<file path="config.mk">
export PLATFORM = sky130hd
export DESIGN_NAME = quadc_bringup_ctrl_flat
export DESIGN_NICKNAME = d
export VERILOG_FILES = /design/src/rtl/quadc_ctrl_pkg.sv /design/src/rtl/quadc_bringup_ctrl_if.sv /design/src/rtl/quadc_sync_det.sv /design/src/rtl/quadc_bringup_ctrl.sv /design/src/flat_wrapper.sv
export SDC_FILE = /design/constraint.sdc
export NUM_CORES = 1
export LEC_CHECK = 0
export CORE_UTILIZATION = 50
export CTS_BUF_LIST = sky130_fd_sc_hd__clkbuf_8
export CTS_CLUSTER_DIAMETER = 30
export DETAILED_ROUTE_END_ITERATION = 12
export GPL_ROUTABILITY_DRIVEN = 0
export PLACE_DENSITY = 0.85
export SYNTH_ARGS = -nofsm -noshare
export SYNTH_HDL_FRONTEND = slang
export SYNTH_HIERARCHICAL = 1
export SYNTH_SLANG_ARGS = --single-unit
</file>
<file path="constraint.sdc">
create_clock -name user_clk -period 3.69 [get_ports user_clk]
set_input_delay 0.5535 -clock user_clk [delete_from_list [all_inputs] [get_ports user_clk]]
set_output_delay 0.5535 -clock user_clk [all_outputs]
set_load 0.01 [all_outputs]
</file>
<file path="src/rtl/quadc_ctrl_pkg.sv">
// Shared types for the quad ADC bring-up controller.
// State encoding is visible to software through the state register.
package quadc_ctrl_pkg;

  typedef enum logic [2:0] {
    S_IDLE      = 3'd0,
    S_DCM_RST   = 3'd1,
    S_WAIT_LOCK = 3'd2,
    S_IF_RST    = 3'd3,
    S_WAIT_SYNC = 3'd4,
    S_ALIGNED   = 3'd5,
    S_FAULT     = 3'd6
  } state_e;

  localparam int STATE_W   = 3;
  localparam int RETRY_W   = 3;
  localparam int CNT_W_DEF = 32;

  function automatic logic holds_dcm(state_e s);
    return s inside {S_IDLE, S_DCM_RST, S_FAULT};
  endfunction

  function automatic logic holds_if(state_e s);
    return !(s inside {S_WAIT_SYNC, S_ALIGNED});
  endfunction

endpackage

</file>
<file path="src/rtl/quadc_bringup_ctrl_if.sv">
// Control/status bundle between the register block,
// the bring-up controller and the ADC interface.
interface quadc_bringup_ctrl_if #(
  parameter int CNT_W = 32
);
  import quadc_ctrl_pkg::*;

  logic               enable;
  logic               force_resync;
  logic               valid_in;
  logic               sync_in;
  logic               dcm_reset;
  logic               if_reset;
  logic               aligned;
  logic               fault;
  logic [STATE_W-1:0] state;
  logic [RETRY_W-1:0] retry_cnt;
  logic [CNT_W-1:0]   sync_count;
  logic [CNT_W-1:0]   sync_err_count;

  modport master (
    input  enable, force_resync,
    input  valid_in, sync_in,
    output dcm_reset, if_reset,
    output aligned, fault, state, retry_cnt,
    output sync_count, sync_err_count
  );

  modport slave (
    output enable, force_resync,
    output valid_in, sync_in,
    input  dcm_reset, if_reset,
    input  aligned, fault, state, retry_cnt,
    input  sync_count, sync_err_count
  );

endinterface

</file>
<file path="src/rtl/quadc_sync_det.sv">
// Two-flop synchroniser; EDGE=1 returns a registered
// one-cycle rising-edge pulse instead of the level.
module quadc_sync_det #(
  parameter bit EDGE = 1'b0
) (
  input  logic clk,
  input  logic rst_n,
  input  logic d,
  output logic q
);

  logic s1, s2, s3, p;

  always_ff @(posedge clk) begin
    if (!rst_n) begin
      s1 <= 1'b0;
      s2 <= 1'b0;
      s3 <= 1'b0;
      p  <= 1'b0;
    end else begin
      s1 <= d;
      s2 <= s1;
      s3 <= s2;
      p  <= s2 & ~s3;
    end
  end

  assign q = EDGE ? p : s2;

endmodule

</file>
<file path="src/rtl/quadc_bringup_ctrl.sv">
// Bring-up and health sequencer for the quad ADC
// interface: reset, lock, first sync, then monitor.
module quadc_bringup_ctrl
  import quadc_ctrl_pkg::*;
#(
  parameter int DCM_RST_CYCLES = 16,
  parameter int SETTLE_CYCLES  = 256,
  parameter int TIMEOUT_CYCLES = 1048576,
  parameter int MAX_RETRIES    = 7,
  parameter int SYNC_PERIOD    = 0,
  parameter int SYNC_TOL       = 2,
  parameter int CNT_W          = CNT_W_DEF
) (
  input logic                  user_clk,
  input logic                  reset_n,
  quadc_bringup_ctrl_if.master bus
);

  localparam int T_A =
    (TIMEOUT_CYCLES > SETTLE_CYCLES) ?
    TIMEOUT_CYCLES : SETTLE_CYCLES;
  localparam int T_MAX =
    (T_A > DCM_RST_CYCLES) ? T_A : DCM_RST_CYCLES;
  localparam int TW = $clog2(T_MAX) + 1;

  localparam logic [TW-1:0] T_ONE = TW'(1);
  localparam logic [TW-1:0] DCM_LAST =
    TW'(DCM_RST_CYCLES - 1);
  localparam logic [TW-1:0] SET_LAST =
    TW'(SETTLE_CYCLES - 1);
  localparam logic [TW-1:0] TO_LAST =
    TW'(TIMEOUT_CYCLES - 1);

  localparam int LO_I =
    (SYNC_PERIOD > SYNC_TOL) ? SYNC_PERIOD - SYNC_TOL : 0;
  localparam logic [CNT_W-1:0] P_LO = CNT_W'(LO_I);
  localparam logic [CNT_W-1:0] P_SPAN =
    CNT_W'(SYNC_PERIOD + SYNC_TOL - LO_I);
  localparam logic [CNT_W-1:0] C_ONE = CNT_W'(1);

  localparam logic [RETRY_W-1:0] MAX_R =
    RETRY_W'(MAX_RETRIES);
  localparam logic [RETRY_W-1:0] R_ONE = RETRY_W'(1);

  logic               valid_s, sync_p;
  state_e             st, nxt;
  logic               fail, restart;
  logic [TW-1:0]      tmr;
  logic [RETRY_W-1:0] retry;
  logic [CNT_W-1:0]   ptmr, elapsed;
  logic [CNT_W-1:0]   sync_cnt, err_cnt;
  logic               off_period;
  logic               dcm_q, ifr_q, al_q, flt_q;

  quadc_sync_det #(.EDGE(1'b0)) u_valid (
    .clk   (user_clk),
    .rst_n (reset_n),
    .d     (bus.valid_in),
    .q     (valid_s)
  );

  quadc_sync_det #(.EDGE(1'b1)) u_sync (
    .clk   (user_clk),
    .rst_n (reset_n),
    .d     (bus.sync_in),
    .q     (sync_p)
  );

  // elapsed counts cycles since the previous sync edge
  assign elapsed = (&ptmr) ? ptmr : ptmr + C_ONE;
  assign off_period = (SYNC_PERIOD != 0) &&
    ((elapsed - P_LO) > P_SPAN);

  always_comb begin
    nxt     = st;
    fail    = 1'b0;
    restart = 1'b0;
    if (!bus.enable) begin
      nxt = S_IDLE;
    end else if (bus.force_resync) begin
      nxt     = S_DCM_RST;
      restart = 1'b1;
    end else begin
      unique case (st)
        S_IDLE:
          nxt = S_DCM_RST;
        S_DCM_RST:
          if (tmr == DCM_LAST) nxt = S_WAIT_LOCK;
        S_WAIT_LOCK:
          if (valid_s) nxt = S_IF_RST;
          else if (tmr == TO_LAST) fail = 1'b1;
        S_IF_RST:
          if (!valid_s) fail = 1'b1;
          else if (tmr == SET_LAST) nxt = S_WAIT_SYNC;
        S_WAIT_SYNC:
          if (!valid_s) fail = 1'b1;
          else if (sync_p) nxt = S_ALIGNED;
          else if (tmr == TO_LAST) fail = 1'b1;
        S_ALIGNED:
          if (!valid_s) nxt = S_DCM_RST;
        S_FAULT:
          nxt = S_FAULT;
        default:
          nxt = S_IDLE;
      endcase
      if (fail)
        nxt = (retry == MAX_R) ? S_FAULT : S_DCM_RST;
    end
  end

  always_ff @(posedge user_clk) begin
    if (!reset_n) begin
      st       <= S_IDLE;
      tmr      <= '0;
      retry    <= '0;
      ptmr     <= '0;
      sync_cnt <= '0;
      err_cnt  <= '0;
      dcm_q    <= 1'b1;
      ifr_q    <= 1'b1;
      al_q     <= 1'b0;
      flt_q    <= 1'b0;
    end else begin
      st    <= nxt;
      dcm_q <= holds_dcm(nxt);
      ifr_q <= holds_if(nxt);
      al_q  <= (nxt == S_ALIGNED);
      flt_q <= (nxt == S_FAULT);

      if (nxt != st || restart) tmr <= '0;
      else if (!(&tmr)) tmr <= tmr + T_ONE;

      if (restart)
        retry <= '0;
      else if (fail && retry != MAX_R)
        retry <= retry + R_ONE;
      else if (st == S_WAIT_SYNC && nxt == S_ALIGNED)
        retry <= '0;

      if (st != S_ALIGNED) begin
        ptmr <= '0;
      end else if (nxt == S_ALIGNED && sync_p) begin
        ptmr     <= '0;
        sync_cnt <= sync_cnt + C_ONE;
        if (off_period && !(&err_cnt))
          err_cnt <= err_cnt + C_ONE;
      end else begin
        ptmr <= elapsed;
      end
    end
  end

  assign bus.dcm_reset      = dcm_q;
  assign bus.if_reset       = ifr_q;
  assign bus.aligned        = al_q;
  assign bus.fault          = flt_q;
  assign bus.state          = st;
  assign bus.retry_cnt      = retry;
  assign bus.sync_count     = sync_cnt;
  assign bus.sync_err_count = err_cnt;

endmodule

</file>
<file path="src/flat_wrapper.sv">
// flat-port wrapper written by rule: the top's interface ports become plain ports
module quadc_bringup_ctrl_flat import quadc_ctrl_pkg::*;
#(
  parameter int DCM_RST_CYCLES = 16,
  parameter int SETTLE_CYCLES  = 256,
  parameter int TIMEOUT_CYCLES = 1048576,
  parameter int MAX_RETRIES    = 7,
  parameter int SYNC_PERIOD    = 0,
  parameter int SYNC_TOL       = 2,
  parameter int CNT_W          = CNT_W_DEF
)
  (user_clk, reset_n, bus_enable, bus_force_resync, bus_valid_in, bus_sync_in, bus_dcm_reset, bus_if_reset, bus_aligned, bus_fault, bus_state, bus_retry_cnt, bus_sync_count, bus_sync_err_count);
  quadc_bringup_ctrl_if #(.CNT_W(CNT_W)) bus_i ();
  input logic user_clk;
  input logic reset_n;
  input wire logic [$bits(bus_i.enable)-1:0] bus_enable;
  input wire logic [$bits(bus_i.force_resync)-1:0] bus_force_resync;
  input wire logic [$bits(bus_i.valid_in)-1:0] bus_valid_in;
  input wire logic [$bits(bus_i.sync_in)-1:0] bus_sync_in;
  output wire logic [$bits(bus_i.dcm_reset)-1:0] bus_dcm_reset;
  output wire logic [$bits(bus_i.if_reset)-1:0] bus_if_reset;
  output wire logic [$bits(bus_i.aligned)-1:0] bus_aligned;
  output wire logic [$bits(bus_i.fault)-1:0] bus_fault;
  output wire logic [$bits(bus_i.state)-1:0] bus_state;
  output wire logic [$bits(bus_i.retry_cnt)-1:0] bus_retry_cnt;
  output wire logic [$bits(bus_i.sync_count)-1:0] bus_sync_count;
  output wire logic [$bits(bus_i.sync_err_count)-1:0] bus_sync_err_count;
  assign bus_i.enable = bus_enable;
  assign bus_i.force_resync = bus_force_resync;
  assign bus_i.valid_in = bus_valid_in;
  assign bus_i.sync_in = bus_sync_in;
  assign bus_dcm_reset = bus_i.dcm_reset;
  assign bus_if_reset = bus_i.if_reset;
  assign bus_aligned = bus_i.aligned;
  assign bus_fault = bus_i.fault;
  assign bus_state = bus_i.state;
  assign bus_retry_cnt = bus_i.retry_cnt;
  assign bus_sync_count = bus_i.sync_count;
  assign bus_sync_err_count = bus_i.sync_err_count;
  quadc_bringup_ctrl #(.DCM_RST_CYCLES(DCM_RST_CYCLES), .SETTLE_CYCLES(SETTLE_CYCLES), .TIMEOUT_CYCLES(TIMEOUT_CYCLES), .MAX_RETRIES(MAX_RETRIES), .SYNC_PERIOD(SYNC_PERIOD), .SYNC_TOL(SYNC_TOL), .CNT_W(CNT_W)) u_core (.user_clk(user_clk), .reset_n(reset_n), .bus(bus_i));
endmodule
</file>
==> metrics, run 1 <==
Clock Latency Late Sink 0.34 ns; aggregate global routing overflow 0; Slew @ Worst Pin 0.632 ns; global-route wire length before repair 13,000 µm; die area 7660 µm²; CP required 3.95 ns; Ant. Diodes 0; largest net degree at the start of global routing 32; Ports 80; # Post-CTS Setup Buffers 0; Core ar. 6940 µm²; synth unique cells 55; RSZ-0062 raised after global routing no; # rows 30; cells along the critical path ha_1 > nand3_1 > or4_4 > a211o_1 > a21oi_2 > nand3_2 > or4_1 > a21oi_1; Initial DRT Pass Iterations 4; Yosys warnings 6; endpoints failing hold 0; Post-synth EDFFs 0; synth-to-layout area growth 16.1%; status finished clean; Setup violations, final 0; class of the worst hold path flop to flop; sequential area share after synthesis 0.378; top_reg_cell synth dfxtp_1; total CTS buffers 9; final net count about 500; crit path DAT 3.33 ns; Clock transition at path regs 0.06 ns; CP max-delay cell or4_4; Power Density 307 nW/µm²; DRC errors left 0; Root Driver clkbuf_8; layout cell share with drive strength beyond 1 0.0612; Logic pwr share 0.048; IO Port Bufs 47; setup TNS 0 ns; CTS tree built; leakage 1.46 nW; Sequential Power Share 0.577; Syn Area/Cell 8.31 µm²; H-tree Lvls 3; Clock Sinks 69; Pint 0.000996 W; kind of critical path flop to flop; fmax 326 MHz; Yosys reg bits 69; antenna-violating nets left 0; Initial Util 0.526; Switching Power 0.000308 W; Cell Area, Synth 3660 µm²; max_cap viols 0; vias in the first global route 2,783; Initial DRC Count 206; Tot Pwr 0.00130 W; final period utilization 0.830; vias post-DR 3,235; Slew Viols, Final 0; clock skew 0.00855 ns; Clk pwr share 0.375; post-CTS sizing 0; Total GRT Usage 0.214; Synth Instances 440; relative slew slack 0.578; Final HPWL DP between 5000 and 6000 µm; Crit Path Max Fanout 12; asr flop ratio synth 0; most common cell after layout, fill and taps aside dfxtp_1; maximum VDD drop roughly 0.23 mV; overall routed net length 7900 µm; cts hold-fix bufs 0; Post-Route Utilization 0.611; Worst path max stage delay slightly below 0.6 ns; minimum clock period after layout 3.06 ns; CP endpoint kind flop; clock tree buffer depth 2; vias per inst 5.52; antenna violations before repair 0; CP startpoint kind flop; r2r setup slk 0.63 ns; Avg WL per Cell 13.5 µm; chip height 87.5 µm; die width roughly 88 µm; most frequent cells in the layout dfxtp_1, clkdlybuf4s50_1, nor2_1; Switching Fraction 0.236
==> per-stage QoR <==
stage               hold WS [ns]  instances  worst slack, ns  instance area, µm²
floorplan                  0.406        471             1.00                3770
global placement           0.414        570            0.769                4090
detailed placement         0.421        570            0.680                4090
CTS                        0.437        586            0.663                4240
global route               0.464        586            0.397                4240
finish                     0.432        586            0.626                4240
==> power by group through the flow <==
stage | clock [W] | combinational [W] | sequential (W)
final | 0.000489 | 0.0000621 | 0.000753
after global routing | 0.000541 | 0.0000703 | 0.000753
after CTS | 0.000500 | 0.0000613 | 0.000753
after detailed placement | 0 | 0.0000613 | 0.000770
after global placement | 0 | 0.0000603 | 0.000770
after floorplan | 0 | 0.0000713 | 0.000769
==> flip-flops by register name (all words and copies together) (netlist names), 3 cells and up <==
signal and cells:
u_core/bus.retry_cnt 3, u_core/bus.state 3, u_core/bus.sync_count 32, u_core/tmr 21
==> logic make-up (layout without fill, tap and decap cells) <==
| group | after synthesis | in the layout | synth area share |
|---|---|---|---|
| simple gates | 211 | 211 | 0.311 |
| flops | 69 | 69 | 0.378 |
| buf+inv | 63 | 82 | 0.0999 |
| compound gates | 46 | 46 | 0.0852 |
| xor+xnor | 43 | 43 | 0.103 |
| fa+ha+maj | 4 | 4 | 0.0137 |
| mux | 3 | 3 | 0.00856 |
| other cells | 1 | 32 | 0.00103 |
==> routing by layer <==
metal | global-route usage | share of wire | vias up | wire, µm
met3 | 0.0512 | 0.044 | 10 | 346
met5 | 0 | 0 | - | 0
li1 | - | - | 1595 | -
met2 | 0.333 | 0.48 | 96 | 3750
met1 | 0.288 | 0.46 | 1534 | 3660
met4 | 0.0820 | 0.017 | 0 | 133
==> final timing paths <==
kind,start,to,cells past startpoint
setup reg to reg,u_core/tmr[0],u_core/bus.sync_count[25],8
setup / recovery,u_core/tmr[0],u_core/bus.sync_count[25],8
hold / removal,u_core/u_valid/s1,u_core/u_valid/q,1
hold reg to reg,u_core/u_valid/s1,u_core/u_valid/q,1
==> final cells by class <==
class	instances	area [µm²]
clock buffers	9	124
clock inverters	7	28.8
fillers	585	2700
inverters	13	48.8
multi-input cells	339	2030
flip-flops and latches	69	1380
well taps	96	120
repair buffers	53	515
==> worst max-delay path, delay by kind of cell, from the launching register on <==
| family | cells | cell delay (ns) |
|---|---|---|
| DFF | 1 | 0.37 |
| adders and majority gates | 1 | 0.22 |
| AOI/OAI and AO/OA | 3 | 0.95 |
| and+or+nand+nor | 4 | 1.46 |
==> synth_stat cells, types with 4 or more instances <==
cell / instances / share of area
ha_1: 4 / 0.014
nor4_1: 22 / 0.038
inv_1: 13 / 0.013
nand2_1: 31 / 0.032
clkbuf_1: 10 / 0.010
xnor2_1: 30 / 0.072
and3_1: 9 / 0.015
nor2b_1: 4 / 0.0068
and4_1: 4 / 0.0096
o21ai_0: 7 / 0.0096
xor2_1: 13 / 0.031
nor2_1: 41 / 0.042
nand4_1: 13 / 0.022
buf_2: 7 / 0.0096
dfxtp_1: 69 / 0.38
a21oi_1: 15 / 0.021
or3_1: 7 / 0.012
nor3_1: 28 / 0.038
buf_4: 32 / 0.066
nand3_1: 26 / 0.036
and2_1: 5 / 0.0086
(Power assumes the default switching activity.)
==> run 2: changes to the inputs <==
- CORE_UTILIZATION: 50 -> 47
- PLACE_DENSITY: 0.85 -> 0.84
- clock period: 3.69 -> 2.5 ns (I/O delays scaled with it)
==> run 2 against run 1 <==
Effect of this change:
- the run now ends with setup timing left
- critical path depth is 3 higher
- setup slack worse by 0.89 ns
- highest routed layer unchanged
- critical endpoint is now u_core/tmr[20]
- die area up 6.2%
==> metrics, run 2 (synthesis results as in run 1) <==
R2R depth 11; status complete, but fails checks; total CTS buffers 9; largest net degree at the start of global routing 32; CP required ~2.8 ns; setup ws final -0.266 ns; vias in the first global route 3,505; global-route wire length before repair 15,800 µm; kind of critical path flop to flop; vias per inst 5.74; leakage 1.79 nW; Fin Hold WS 0.425 ns; Initial Util 0.496; final period utilization 1.11; Post-DP Area about 4600 µm²; Core ar. between 7000 and 8000 µm²; final net count ~560; Clock Sinks between 60 and 70; worst r2r src u_core/tmr[11]; antenna-violating nets left 0; relative slew slack 0.602; placed cells 623; Ports 80; r2r setup slk -0.27 ns; Power Density 435 nW/µm²; chip height 90.2 µm; vias post-DR 3,724; # fillers about 550; endpoints failing hold 0; Hold EP u_core/u_valid/q; most common cell after layout, fill and taps aside dfxtp_1; overall routed net length 10,300 µm; RSZ-0062 raised after global routing yes; CTS tree built; final instance count without filler cells 649; RR Endpoint u_core/tmr[20]; Root Driver clkbuf_8; IO Port Bufs 47; Initial DRC Count 235; clock tree buffer depth 2; cell family with most CP delay simple AND/OR/NAND/NOR gates; max reg flops 32; die width 90.2 µm; violated checks setup timing; Critical Path Stages 11; Total GRT Usage 0.238; aggregate global routing overflow 0; max_cap viols 0; Worst path most repeated cell buf_4; cells along the critical path nand4_2 > or4_4 > buf_4 > a2111oi_4 > buf_4 > buf_4 > a211oi_2 > xnor2_1 > o2111ai_1 > buf_6 > nor3_1; layout cell share with drive strength beyond 1 0.244; Slew @ Worst Pin between 0.5 and 0.6 ns; Clock transition at path regs 0.08 ns; Initial DRT Pass Iterations 5; minimum clock period after layout 2.77 ns; Hold Path Stages 1; design area 4990 µm²; # rows 31; crit path DAT between 3 and 4 ns; Tot Pwr 0.00217 W; Slew Viols, Final 0; clock skew 0.0133 ns; fmax 361 MHz; class of the worst hold path flop to flop; Avg WL per Cell 15.9 µm; most frequent cells in the layout dfxtp_1, buf_4, clkdlybuf4s50_1; synth-to-layout area growth 36.5%; Clock Latency Late Sink about 0.35 ns; CP max-delay cell or4_4; cts hold-fix bufs 0; Setup violations, final 29; die area 8140 µm²; Final HPWL DP 6510 µm; Worst path max stage delay ~0.56 ns; min-delay src u_core/u_valid/s1; H-tree Lvls 3; Crit Path Max Fanout 21; Ant. Diodes 0; CP bufs+invs 4; DRC errors left 0; maximum VDD drop 0.312 mV; antenna violations before repair 0; CP startpoint kind flop; CP endpoint kind flop
## run 2: cell types whose count changed in the layout (fill, tap and decap cells not counted), sizes merged
cell and change:
clkbuf +1, inv -5, clkinvlp +3, buf +60, bufinv +1
## run 2: worst max-delay path by stage
stage / startpoint / end / slack [ns]
after CTS: u_core/tmr[1] / u_core/bus.sync_count[24] / -0.12
final: u_core/tmr[11] / u_core/tmr[20] / -0.27
after global placement: u_core/tmr[1] / u_core/bus.sync_count[24] / -0.09
after detailed placement: u_core/tmr[1] / u_core/bus.sync_count[24] / -0.12
after global routing: u_core/tmr[11] / u_core/tmr[20] / -0.35
after floorplan: u_core/tmr[1] / u_core/bus.sync_count[24] / -0.06
## run 2: per-stage QoR
stage,setup WS (ns),utilization,setup TNS [ns]
2_1_floorplan,-0.0638,-,-0.529
3_3_place_gp,-0.0872,0.618,-0.209
3_5_place_dp,-0.120,0.618,-1.83
4_1_cts,-0.121,0.657,-1.68
5_1_grt,-0.349,0.677,-9.02
6_report,-0.266,0.677,-5.22
## run 2: repair_timing
item	4_1_cts	5_1_grt
cloned	0	2
setup buffers	4	5
endpoints found under the setup margin	32	51
gates resized for setup	12	28
pin swaps	11	11
## run 2: final cells by class
cell class / instances / area, µm² / area share
Multi-Input combinational cell: 339 / 2240 / 0.449
Sequential cell: 69 / 1390 / 0.278
Timing Repair Buffer: 113 / 992 / 0.199
Clock buffer: 10 / 138 / 0.0276
Tap cell: 99 / 124 / 0.0248
Clock inverter: 6 / 62.6 / 0.0125
Inverter: 13 / 48.8 / 0.00978
## run 2: power breakdown
group	total (W)	switching [W]	internal (W)
clock network	0.000932	0.000448	0.000484
logic	0.000128	0.0000819	0.0000461
registers	0.00111	0.00000507	0.00111
total	0.00217	0.000535	0.00164
## run 2: routing by layer
metal,wire [µm],track usage
met2,5150,0.432
met3,755,0.0381
met1,4170,0.270
met4,254,0.114
met5,0,0
## run 2: worst reg2reg max path, cell delays in order, from the launching register on
cell and delay (ns):
dfxtp_1 0.39, nand4_2 0.15, or4_4 0.56, buf_4 0.17
a2111oi_4 0.35, buf_4 0.18, buf_4 0.11, a211oi_2 0.05
xnor2_1 0.14, o2111ai_1 0.16, buf_6 0.21, nor3_1 0.23
==> run 3: changes to the inputs <==
- CTS_CLUSTER_SIZE: unset -> 28
==> results of run 3 <==
Same layout as run 2: the final DEF is identical, and so are final timing and power.
